`config.mk`:
```
export PLATFORM = sky130hd
export DESIGN_NAME = key_schedule_ctrl
export DESIGN_NICKNAME = d
export VERILOG_FILES = /design/src/rtl/key_schedule_ctrl.sv
export SDC_FILE = /design/constraint.sdc
export NUM_CORES = 2
export LEC_CHECK = 0
export BUFFER_PORTS_ARGS = -buffer_cell sky130_fd_sc_hd__clkbuf_2
export CORE_ASPECT_RATIO = 0.7
export CORE_MARGIN = 2
export CORE_UTILIZATION = 45
export CTS_CLUSTER_SIZE = 10
export DETAILED_ROUTE_END_ITERATION = 12
export GPL_ROUTABILITY_DRIVEN = 0
export GPL_TIMING_DRIVEN = 0
export MAX_ROUTING_LAYER = met4
export SYNTH_ARGS = -nofsm -noshare
export SYNTH_HDL_FRONTEND = slang
export SYNTH_SLANG_ARGS = --single-unit
```
`constraint.sdc`:
```
create_clock -name clk -period 66.2 [get_ports clk]
set_clock_uncertainty 0.05 [all_clocks]
set_input_delay 3.31 -clock clk [delete_from_list [all_inputs] [get_ports clk]]
set_output_delay 3.31 -clock clk [all_outputs]
set_load 0.05 [all_outputs]
```
`src/rtl/key_schedule_ctrl.sv`:
```
// -----------------------------------------------------------------------------
// key_schedule_ctrl
//
// Drives an external GenSubKey round-key datapath through the AES-128 key
// expansion. The controller issues one round at a time and waits for each
// response before issuing the next. It keeps all NUM_ROUNDS+1 round keys in
// a local register file, and a registered read port serves them to the
// cipher rounds.
//
// A watchdog bounds the wait for each GenSubKey response. When it expires the
// expansion is abandoned and the sticky err flag is raised.
//
// State table
//   state   | meaning
//   --------+-----------------------------------------------------------
//   S_IDLE  | waiting for start; keys and flags hold their last values
//   S_ISSUE | one-cycle gsk_valid_in pulse for the current round
//   S_WAIT  | waiting for gsk_valid_out, watchdog running
//   S_DONE  | one-cycle done pulse after the last round key is stored
//
// Ports
//   clk            system clock, rising edge
//   reset          asynchronous active-high reset
//   start          expansion request, honoured only while busy is low
//   key_in         cipher key, captured with an accepted start
//   gsk_rcon       Rcon word to GenSubKey (RC byte in the top byte)
//   gsk_data_in    previous round key to GenSubKey
//   gsk_valid_in   one-cycle issue pulse per round
//   gsk_data_out   next round key from GenSubKey
//   gsk_valid_out  GenSubKey response strobe
//   rd_addr        round key index to read (0..NUM_ROUNDS)
//   rd_key         registered read data, 0 for out-of-range indices
//   busy           expansion in progress
//   keys_ready     all round keys valid
//   done           one-cycle pulse when the final round key is stored
//   err            sticky watchdog timeout flag
// -----------------------------------------------------------------------------
module key_schedule_ctrl #(
    parameter int KEY_LEN    = 128,
    parameter int WORD_LEN   = 32,
    parameter int NUM_ROUNDS = 10,
    parameter int TIMEOUT    = 64
) (
    input  logic                clk,
    input  logic                reset,
    input  logic                start,
    input  logic [KEY_LEN-1:0]  key_in,
    output logic [WORD_LEN-1:0] gsk_rcon,
    output logic [KEY_LEN-1:0]  gsk_data_in,
    output logic                gsk_valid_in,
    input  logic [KEY_LEN-1:0]  gsk_data_out,
    input  logic                gsk_valid_out,
    input  logic [3:0]          rd_addr,
    output logic [KEY_LEN-1:0]  rd_key,
    output logic                busy,
    output logic                keys_ready,
    output logic                done,
    output logic                err
);

    localparam int NUM_KEYS = NUM_ROUNDS + 1;
    localparam int WD_W     = (TIMEOUT > 2) ? $clog2(TIMEOUT) : 1;

    // The watchdog counts down from TIMEOUT-2 so that terminal count is hit on
    // the edge where an up-counter started at 0 would reach TIMEOUT-1. That
    // puts err on the bus exactly TIMEOUT cycles after the issue cycle.
    localparam logic [WD_W-1:0] WD_LOAD   = WD_W'(TIMEOUT - 2);
    localparam logic [3:0]      LAST_RND  = 4'(NUM_ROUNDS);

    typedef enum logic [1:0] {
        S_IDLE  = 2'd0,
        S_ISSUE = 2'd1,
        S_WAIT  = 2'd2,
        S_DONE  = 2'd3
    } state_t;

    state_t               state_q;
    state_t               state_d;

    logic [3:0]           round_q;
    logic [WD_W-1:0]      wd_q;
    logic                 keys_ready_q;
    logic                 err_q;
    logic [KEY_LEN-1:0]   key_file [NUM_KEYS];

    logic                 start_acc;
    logic                 resp;
    logic                 last_round;
    logic                 wd_expire;
    logic [3:0]           round_prev;
    logic [WORD_LEN-1:0]  rcon_word;

    // AES round constants for rounds 1..10.
    function automatic logic [7:0] rc_byte(input logic [3:0] rnd);
        logic [7:0] rc;
        case (rnd)
            4'd1:    rc = 8'h01;
            4'd2:    rc = 8'h02;
            4'd3:    rc = 8'h04;
            4'd4:    rc = 8'h08;
            4'd5:    rc = 8'h10;
            4'd6:    rc = 8'h20;
            4'd7:    rc = 8'h40;
            4'd8:    rc = 8'h80;
            4'd9:    rc = 8'h1b;
            4'd10:   rc = 8'h36;
            default: rc = 8'h00;
        endcase
        return rc;
    endfunction

    // busy is low in DONE as well, so a start there is taken just like in IDLE.
    assign start_acc  = start && ((state_q == S_IDLE) || (state_q == S_DONE));
    assign resp       = (state_q == S_WAIT) && gsk_valid_out;
    assign last_round = (round_q == LAST_RND);
    // A response in the expiry cycle wins, so expiry requires no valid_out.
    assign wd_expire  = (state_q == S_WAIT) && !gsk_valid_out && (wd_q == '0);
    assign round_prev = round_q - 4'd1;
    assign rcon_word  = {rc_byte(round_q), {(WORD_LEN-8){1'b0}}};

    // ------------------------------------------------------------------
    // State register
    // ------------------------------------------------------------------
    always_ff @(posedge clk or posedge reset) begin
        if (reset) begin
            state_q <= S_IDLE;
        end else begin
            state_q <= state_d;
        end
    end

    // ------------------------------------------------------------------
    // Next-state logic
    // ------------------------------------------------------------------
    always_comb begin
        state_d = state_q;
        case (state_q)
            S_IDLE: begin
                if (start_acc) state_d = S_ISSUE;
            end
            S_ISSUE: begin
                state_d = S_WAIT;
            end
            S_WAIT: begin
                if (resp) begin
                    state_d = last_round ? S_DONE : S_ISSUE;
                end else if (wd_expire) begin
                    state_d = S_IDLE;
                end
            end
            S_DONE: begin
                state_d = start_acc ? S_ISSUE : S_IDLE;
            end
            default: state_d = S_IDLE;
        endcase
    end

    // ------------------------------------------------------------------
    // Outputs
    // ------------------------------------------------------------------
    always_comb begin
        gsk_valid_in = 1'b0;
        gsk_data_in  = '0;
        gsk_rcon     = '0;
        busy         = 1'b0;
        done         = 1'b0;
        keys_ready   = keys_ready_q;
        err          = err_q;
        case (state_q)
            S_ISSUE: begin
                gsk_valid_in = 1'b1;
                busy         = 1'b1;
                gsk_data_in  = key_file[round_prev];
                gsk_rcon     = rcon_word;
            end
            S_WAIT: begin
                // round_q and key_file[round_q-1] do not change until the
                // response arrives, so both buses hold through the wait.
                busy         = 1'b1;
                gsk_data_in  = key_file[round_prev];
                gsk_rcon     = rcon_word;
            end
            S_DONE: begin
                done         = 1'b1;
            end
            default: ;
        endcase
    end

    // ------------------------------------------------------------------
    // Round counter, watchdog, status flags, key file and read port
    // ------------------------------------------------------------------
    always_ff @(posedge clk or posedge reset) begin
        if (reset) begin
            round_q      <= '0;
            wd_q         <= '0;
            keys_ready_q <= 1'b0;
            err_q        <= 1'b0;
            rd_key       <= '0;
            for (int i = 0; i < NUM_KEYS; i++) begin
                key_file[i] <= '0;
            end
        end else begin
            if (start_acc) begin
                key_file[0]  <= key_in;
                round_q      <= 4'd1;
                keys_ready_q <= 1'b0;
                err_q        <= 1'b0;
            end

            if (state_q == S_ISSUE) begin
                wd_q <= WD_LOAD;
            end

            if (resp) begin
                key_file[round_q] <= gsk_data_out;
                if (last_round) begin
                    keys_ready_q <= 1'b1;
                end else begin
                    round_q <= round_q + 4'd1;
                end
            end else if (wd_expire) begin
                err_q        <= 1'b1;
                keys_ready_q <= 1'b0;
            end else if (state_q == S_WAIT) begin
                wd_q <= wd_q - 1'b1;
            end

            rd_key <= (rd_addr <= LAST_RND) ? key_file[rd_addr] : '0;
        end
    end

endmodule
```
# Word level (Yosys, flattened, before mapping)
# Memory sizes are Yosys's and may differ from the RTL's.
# Cells that the tools add are included.
[totals]
reg_bits = 1550
mem_bits_ro = 128
inputBits = 264
output_inout_bits = 293
word_cells = 83
memories = 1
[memory_table]
columns = ["name", "depth", "word_bits", "read_ports", "rd_ports_with_merged_regs", "wr", "line_no", "text"]
rows = [
  ["(no name shown)", 16, 8, 1, 0, 0, "96", "case (rnd)"],
]
[classes]
n_addsub = 3
n_lt_le_gt_ge = 5
eq_ne = 6
mux = 37
bitwise = 3
n_reduce_logical = 11
[ops]
columns = ["operator", "n"]
rows = [
  ["1408-bit bitwise mux", 1],
  ["1408-bit 2-to-1 mux", 1],
  ["128-bit binary-select mux with 4-bit select", 2],
  ["128-bit 2-to-1 mux", 8],
  ["128-bit demux with 4-bit select", 1],
  ["32-bit 2-to-1 mux", 1],
  ["6-bit 2-to-1 mux", 4],
  ["5-bit greater-or-equal comparator, second input constant", 3],
  ["4-bit NOT with 5-bit output", 3],
  ["4-bit 2-to-1 mux", 3],
  ["1-bit 2-to-1 mux", 11],
  ["2-bit 2-to-1 mux", 4],
  ["2-bit case mux with 4 select lines", 1],
  ["6-bit logical NOT", 1],
  ["6-bit by 1-bit subtractor with 6-bit output, second input constant", 1],
  ["1-bit logical AND", 5],
  ["5-bit by 1-bit less-than comparator with 1-bit output, second input constant", 1],
  ["4-bit by 1-bit adder with 4-bit output, second input constant", 1],
  ["2-bit equality test, second input constant", 2],
  ["4-bit equality test, second input constant", 1],
  ["4-bit <= comparator, second input constant", 1],
  ["4-bit by 1-bit subtractor with 4-bit output, second input constant", 1],
  ["3-bit inequality test, second input constant", 1],
  ["2-bit by 1-bit equality test with 1-bit output, second input constant", 1],
  ["6 further kinds", 6],
]

# Longest topological paths before layout
[logic_depth]
word_depth = 7
ltp_mapped = 11
mapped_depth_nobuf = 6

# Least setup slack after synthesis
# OpenSTA, ideal clock, no wires.
[synth_path]
path_kind = "flip-flop to output port"
start = "register round_q[0]"
end = "output gsk_data_in[18]"
t_arrival_ns = 2.852
required_ns = 62.840
setup_slack_ns = 59.988
path_stages_with_launch = 10
path_buffers = 4
cell_sequence = "dfrtp_1 buf_4 inv_2 ha_1 buf_2 nand2_1 buf_2 buf_2 o22ai_1 o32ai_1"
[synth_via]
elab_chain_cells = 6
[synth_rtl]
columns = ["item", "line_no", "text"]
rows = [
  ["start: declaration", "80", "logic [3:0] round_q;"],
  ["start signal: assignment", "220", "round_q <= round_q + 4'd1;"],
  ["4-bit by 1-bit subtractor with 4-bit output", "118", "assign round_prev = round_q - 4'd1;"],
  ["4-bit NOT with 5-bit output (implied by the code)", "173, 180", ""],
  ["128-bit binary-select mux with 4-bit select", "173, 180", ""],
  ["128-bit 2-to-1 mux (implied by the code) (2 in a row)", "173, 180", ""],
  ["128-bit 2-to-1 mux", "--", ""],
  ["end: declaration", "49", "output logic [KEY_LEN-1:0] gsk_data_in,"],
]
# Every way passes these cells. The select of a mux whose other input is x is not followed.

# Final worst setup path
[layout_path]
start = "register round_q[0]"
end = "output gsk_data_in[98]"
# Same word-level chain as after synthesis.

==> results_dict.tcl <==
set metrics [dict create \
    status "complete, but fails checks" \
    violations "capacitance limit, slew limit" \
    dp.final_hpwl_um 248000 \
    detail_route.first_pass.iterations 5 \
    muxShareOfSynthArea 0.356 \
    overflow 0 \
    routed-wl-met3_um 46500 \
    insertion_delay_ps 880 \
    yosys.area.top_type_share 0.470 \
    die_w_um 516 \
    finalHoldViolations 0 \
    crit_chain "buf_4 > inv_2 > ha_1 > nor2_2 > buf_4 > clkbuf_1 > a22oi_1 > o32ai_2 > clkbuf_2" \
    start_util 0.453 \
    cap_violations 7 \
    synth_top_family_by_area "multiplexers" \
    synth_compound_area_frac 0.106 \
    dieHeight_um 362 \
    worstPathMaxFanout 10 \
    fp-row-count 131 \
    io_pins 557 \
    power.share.clock 0.203 \
    syn_inst 6393 \
    die_area_sq_um 187000 \
    netSwitchingFraction 0.471 \
    setup_viol 0 \
    seq_area_frac_synth 0.470 \
    cell_internal_pwr_uw 2380 \
    synthAdderAreaFrac 0.00182 \
    synth_cell_types 50 \
    yosys-top-cells-count "mux2_2 (1627), dfrtp_1 (1550), mux2i_1 (746), o21ai_0 (314), clkbuf_1 (239)" \
    crit_path_top_delay_cell "nor2_2" \
    drc 0 \
    via_count 63402 \
    core-area_sq_um 182000 \
    power_uw 4490 \
    timing.final.crit_share 0.129 \
    end_kind "output port" \
    numCtsBuffers 177 \
    routed.top_layer "met4" \
    vias_per_cell 6.56 \
    cellPowerDensity_nw_per_um2 47.9 \
    cp_common_cell "buf_4" \
    area_delta_synth_final_pct 13.5 \
    worstSetupStartpointType "flop" \
    crit_arrival_ps 5170 \
    portBuffers 531 \
    min_period_ps 8530 \
    crit_required_ps 62840 \
    max_stage_delay_ps 830 \
    drv_slew 79 \
    maxSlewHeadroom -0.138 \
    setup_tns_ps 0 \
    cts.path.max_buffers 3 \
    seqPwrFrac 0.289 \
    synth_top_flop_cell "dfrtp_1" \
    grt_max_degree 129 \
    irDropWorstVdd_mv 0.0477 \
    synth.area.top_cells "dfrtp_1 (47%), mux2_2 (22%), mux2i_1 (9.1%), mux4_2 (3.5%), o32ai_2 (2.4%)" \
    post_cts_buffers 0 \
    antenna_left 0 \
    cts_tree "done" \
    p_sw_uw 2110 \
    layout.nets 7417 \
    synth_area_per_cell_sq_um 12.9 \
    drtIter0Drc 8154 \
    antenna_found_initial 19 \
    cts_resized 0 \
    clk_pin_slew_ps 60 \
    synth.most_common_cell "mux2_2" \
    grt_pass1_vias 62688 \
    crit_type "flop to output port" \
    synth_xor_area_frac 0.000425 \
    synth_top_area_cell "dfrtp_1" \
    hp-class "flop to flop" \
    ys_warn_count 0 \
    synth_edf_count 0 \
    drive_above_1_share 0.430 \
    syn_area_sq_um 82500 \
    ctsHoldBuffers 0 \
    clockRootBuffer "clkbuf_16" \
    cts.sinks 1550 \
    synth_simple_gate_area_frac 0.0183 \
    drt-total-wl_um 361000 \
    ys_async_sr_fraction 1.00 \
    cts_max_level 4 \
    ys_ff_latch 1550 \
    worstMarginPinSlew_ps 1710 \
    max_freq_ghz 0.117 \
    hold_ws_ps 445 \
    wl_met1_um 143000 \
    leakagePower_uw 0.0447 \
    rsz0062_at_grt "false" \
    grt_pass1_wl_um 493000 \
    grt_use_total 0.391 \
    wl_per_cell_um 37.4 \
    routed-wl-met2_um 146000 \
    p_comb_frac 0.509 \
]
## worst paths after layout
check,start,endpoint,slack (ps),depth (start not counted)
max,round_q[0],gsk_data_in[98],57670,9
min,err,err,440,1
max reg2reg,state_q[0],key_file[1360],62360,7
min reg2reg,err,err,440,1
max in group asynchronous,reset,async pin,60060,8
min in group asynchronous,reset,err,2500,2
## cell usage in the layout, fill, tap and decap left out, types with 169 or more instances in the layout
cell and n:
mux2_2 1627, dfrtp_1 1550, mux2i_1 746, clkbuf_2 538, o21ai_0 314, clkbuf_1 252
buf_2 224, buf_4 196, clkbuf_16 181, nor2_1 169
## logic make-up (layout without fill, tap and decap cells)
kind of cell               after synthesis  count (layout)
AOI/OAI and AO/OA                     1182            1182
muxes                                 2561            2561
DFF                                   1550            1550
and+or+nand+nor                        376             376
adders and majority gates               12              12
buffers and inverters                  707            1475
other                                    1              38
xor gates and xnor gates                 4               4
## power by group through the flow
stage          Clock [uW]  Sequential (uW)  Combinational [uW]
4_1_cts               910             1290                2210
5_1_grt               952             1320                2310
2_1_floorplan           0             1300                1430
3_3_place_gp            0             1300                2190
6_report              910             1290                2280
3_5_place_dp            0             1300                2210
## worst max-delay path, delay by kind of cell, from the launching register on
family	cells	cell delay, ps
AO/OA/AOI/OAI	2	730
AND/OR/NAND/NOR	1	830
adder cells (fa/ha/maj)	1	370
flip-flops	1	430
buffers and inverters	5	1950
## stage by stage
stage,worst slack (ps),cell area (sq um),instances,utilization
after CTS,57790,93600,9642,0.514
after global routing,57770,93600,9652,0.514
after detailed placement,58680,88700,9420,0.487
after floorplan,19110,82600,6416,-
final,57670,93600,9658,0.514
after global placement,1170,88300,9407,0.485
## per-layer routing
metal	vias to the layer above	track usage
li1	25301	-
met1	32850	0.503
met2	4208	0.520
met3	1043	0.147
met4	0	0.227
met5	-	-
## area by class of cell
class / instances / area (sq um)
Inverter: 11 / 48.8
Clock inverter: 14 / 209
Timing Repair Buffer: 546 / 3050
Fill cell: 16019 / 88500
Sequential cell: 1550 / 38800
Buffer: 696 / 3850
Antenna cell: 14 / 35.0
Tap cell: 2460 / 3080
Clock buffer: 208 / 4700
Multi-Input combinational cell: 4159 / 39900
Power figures use the tool's default switching activity.
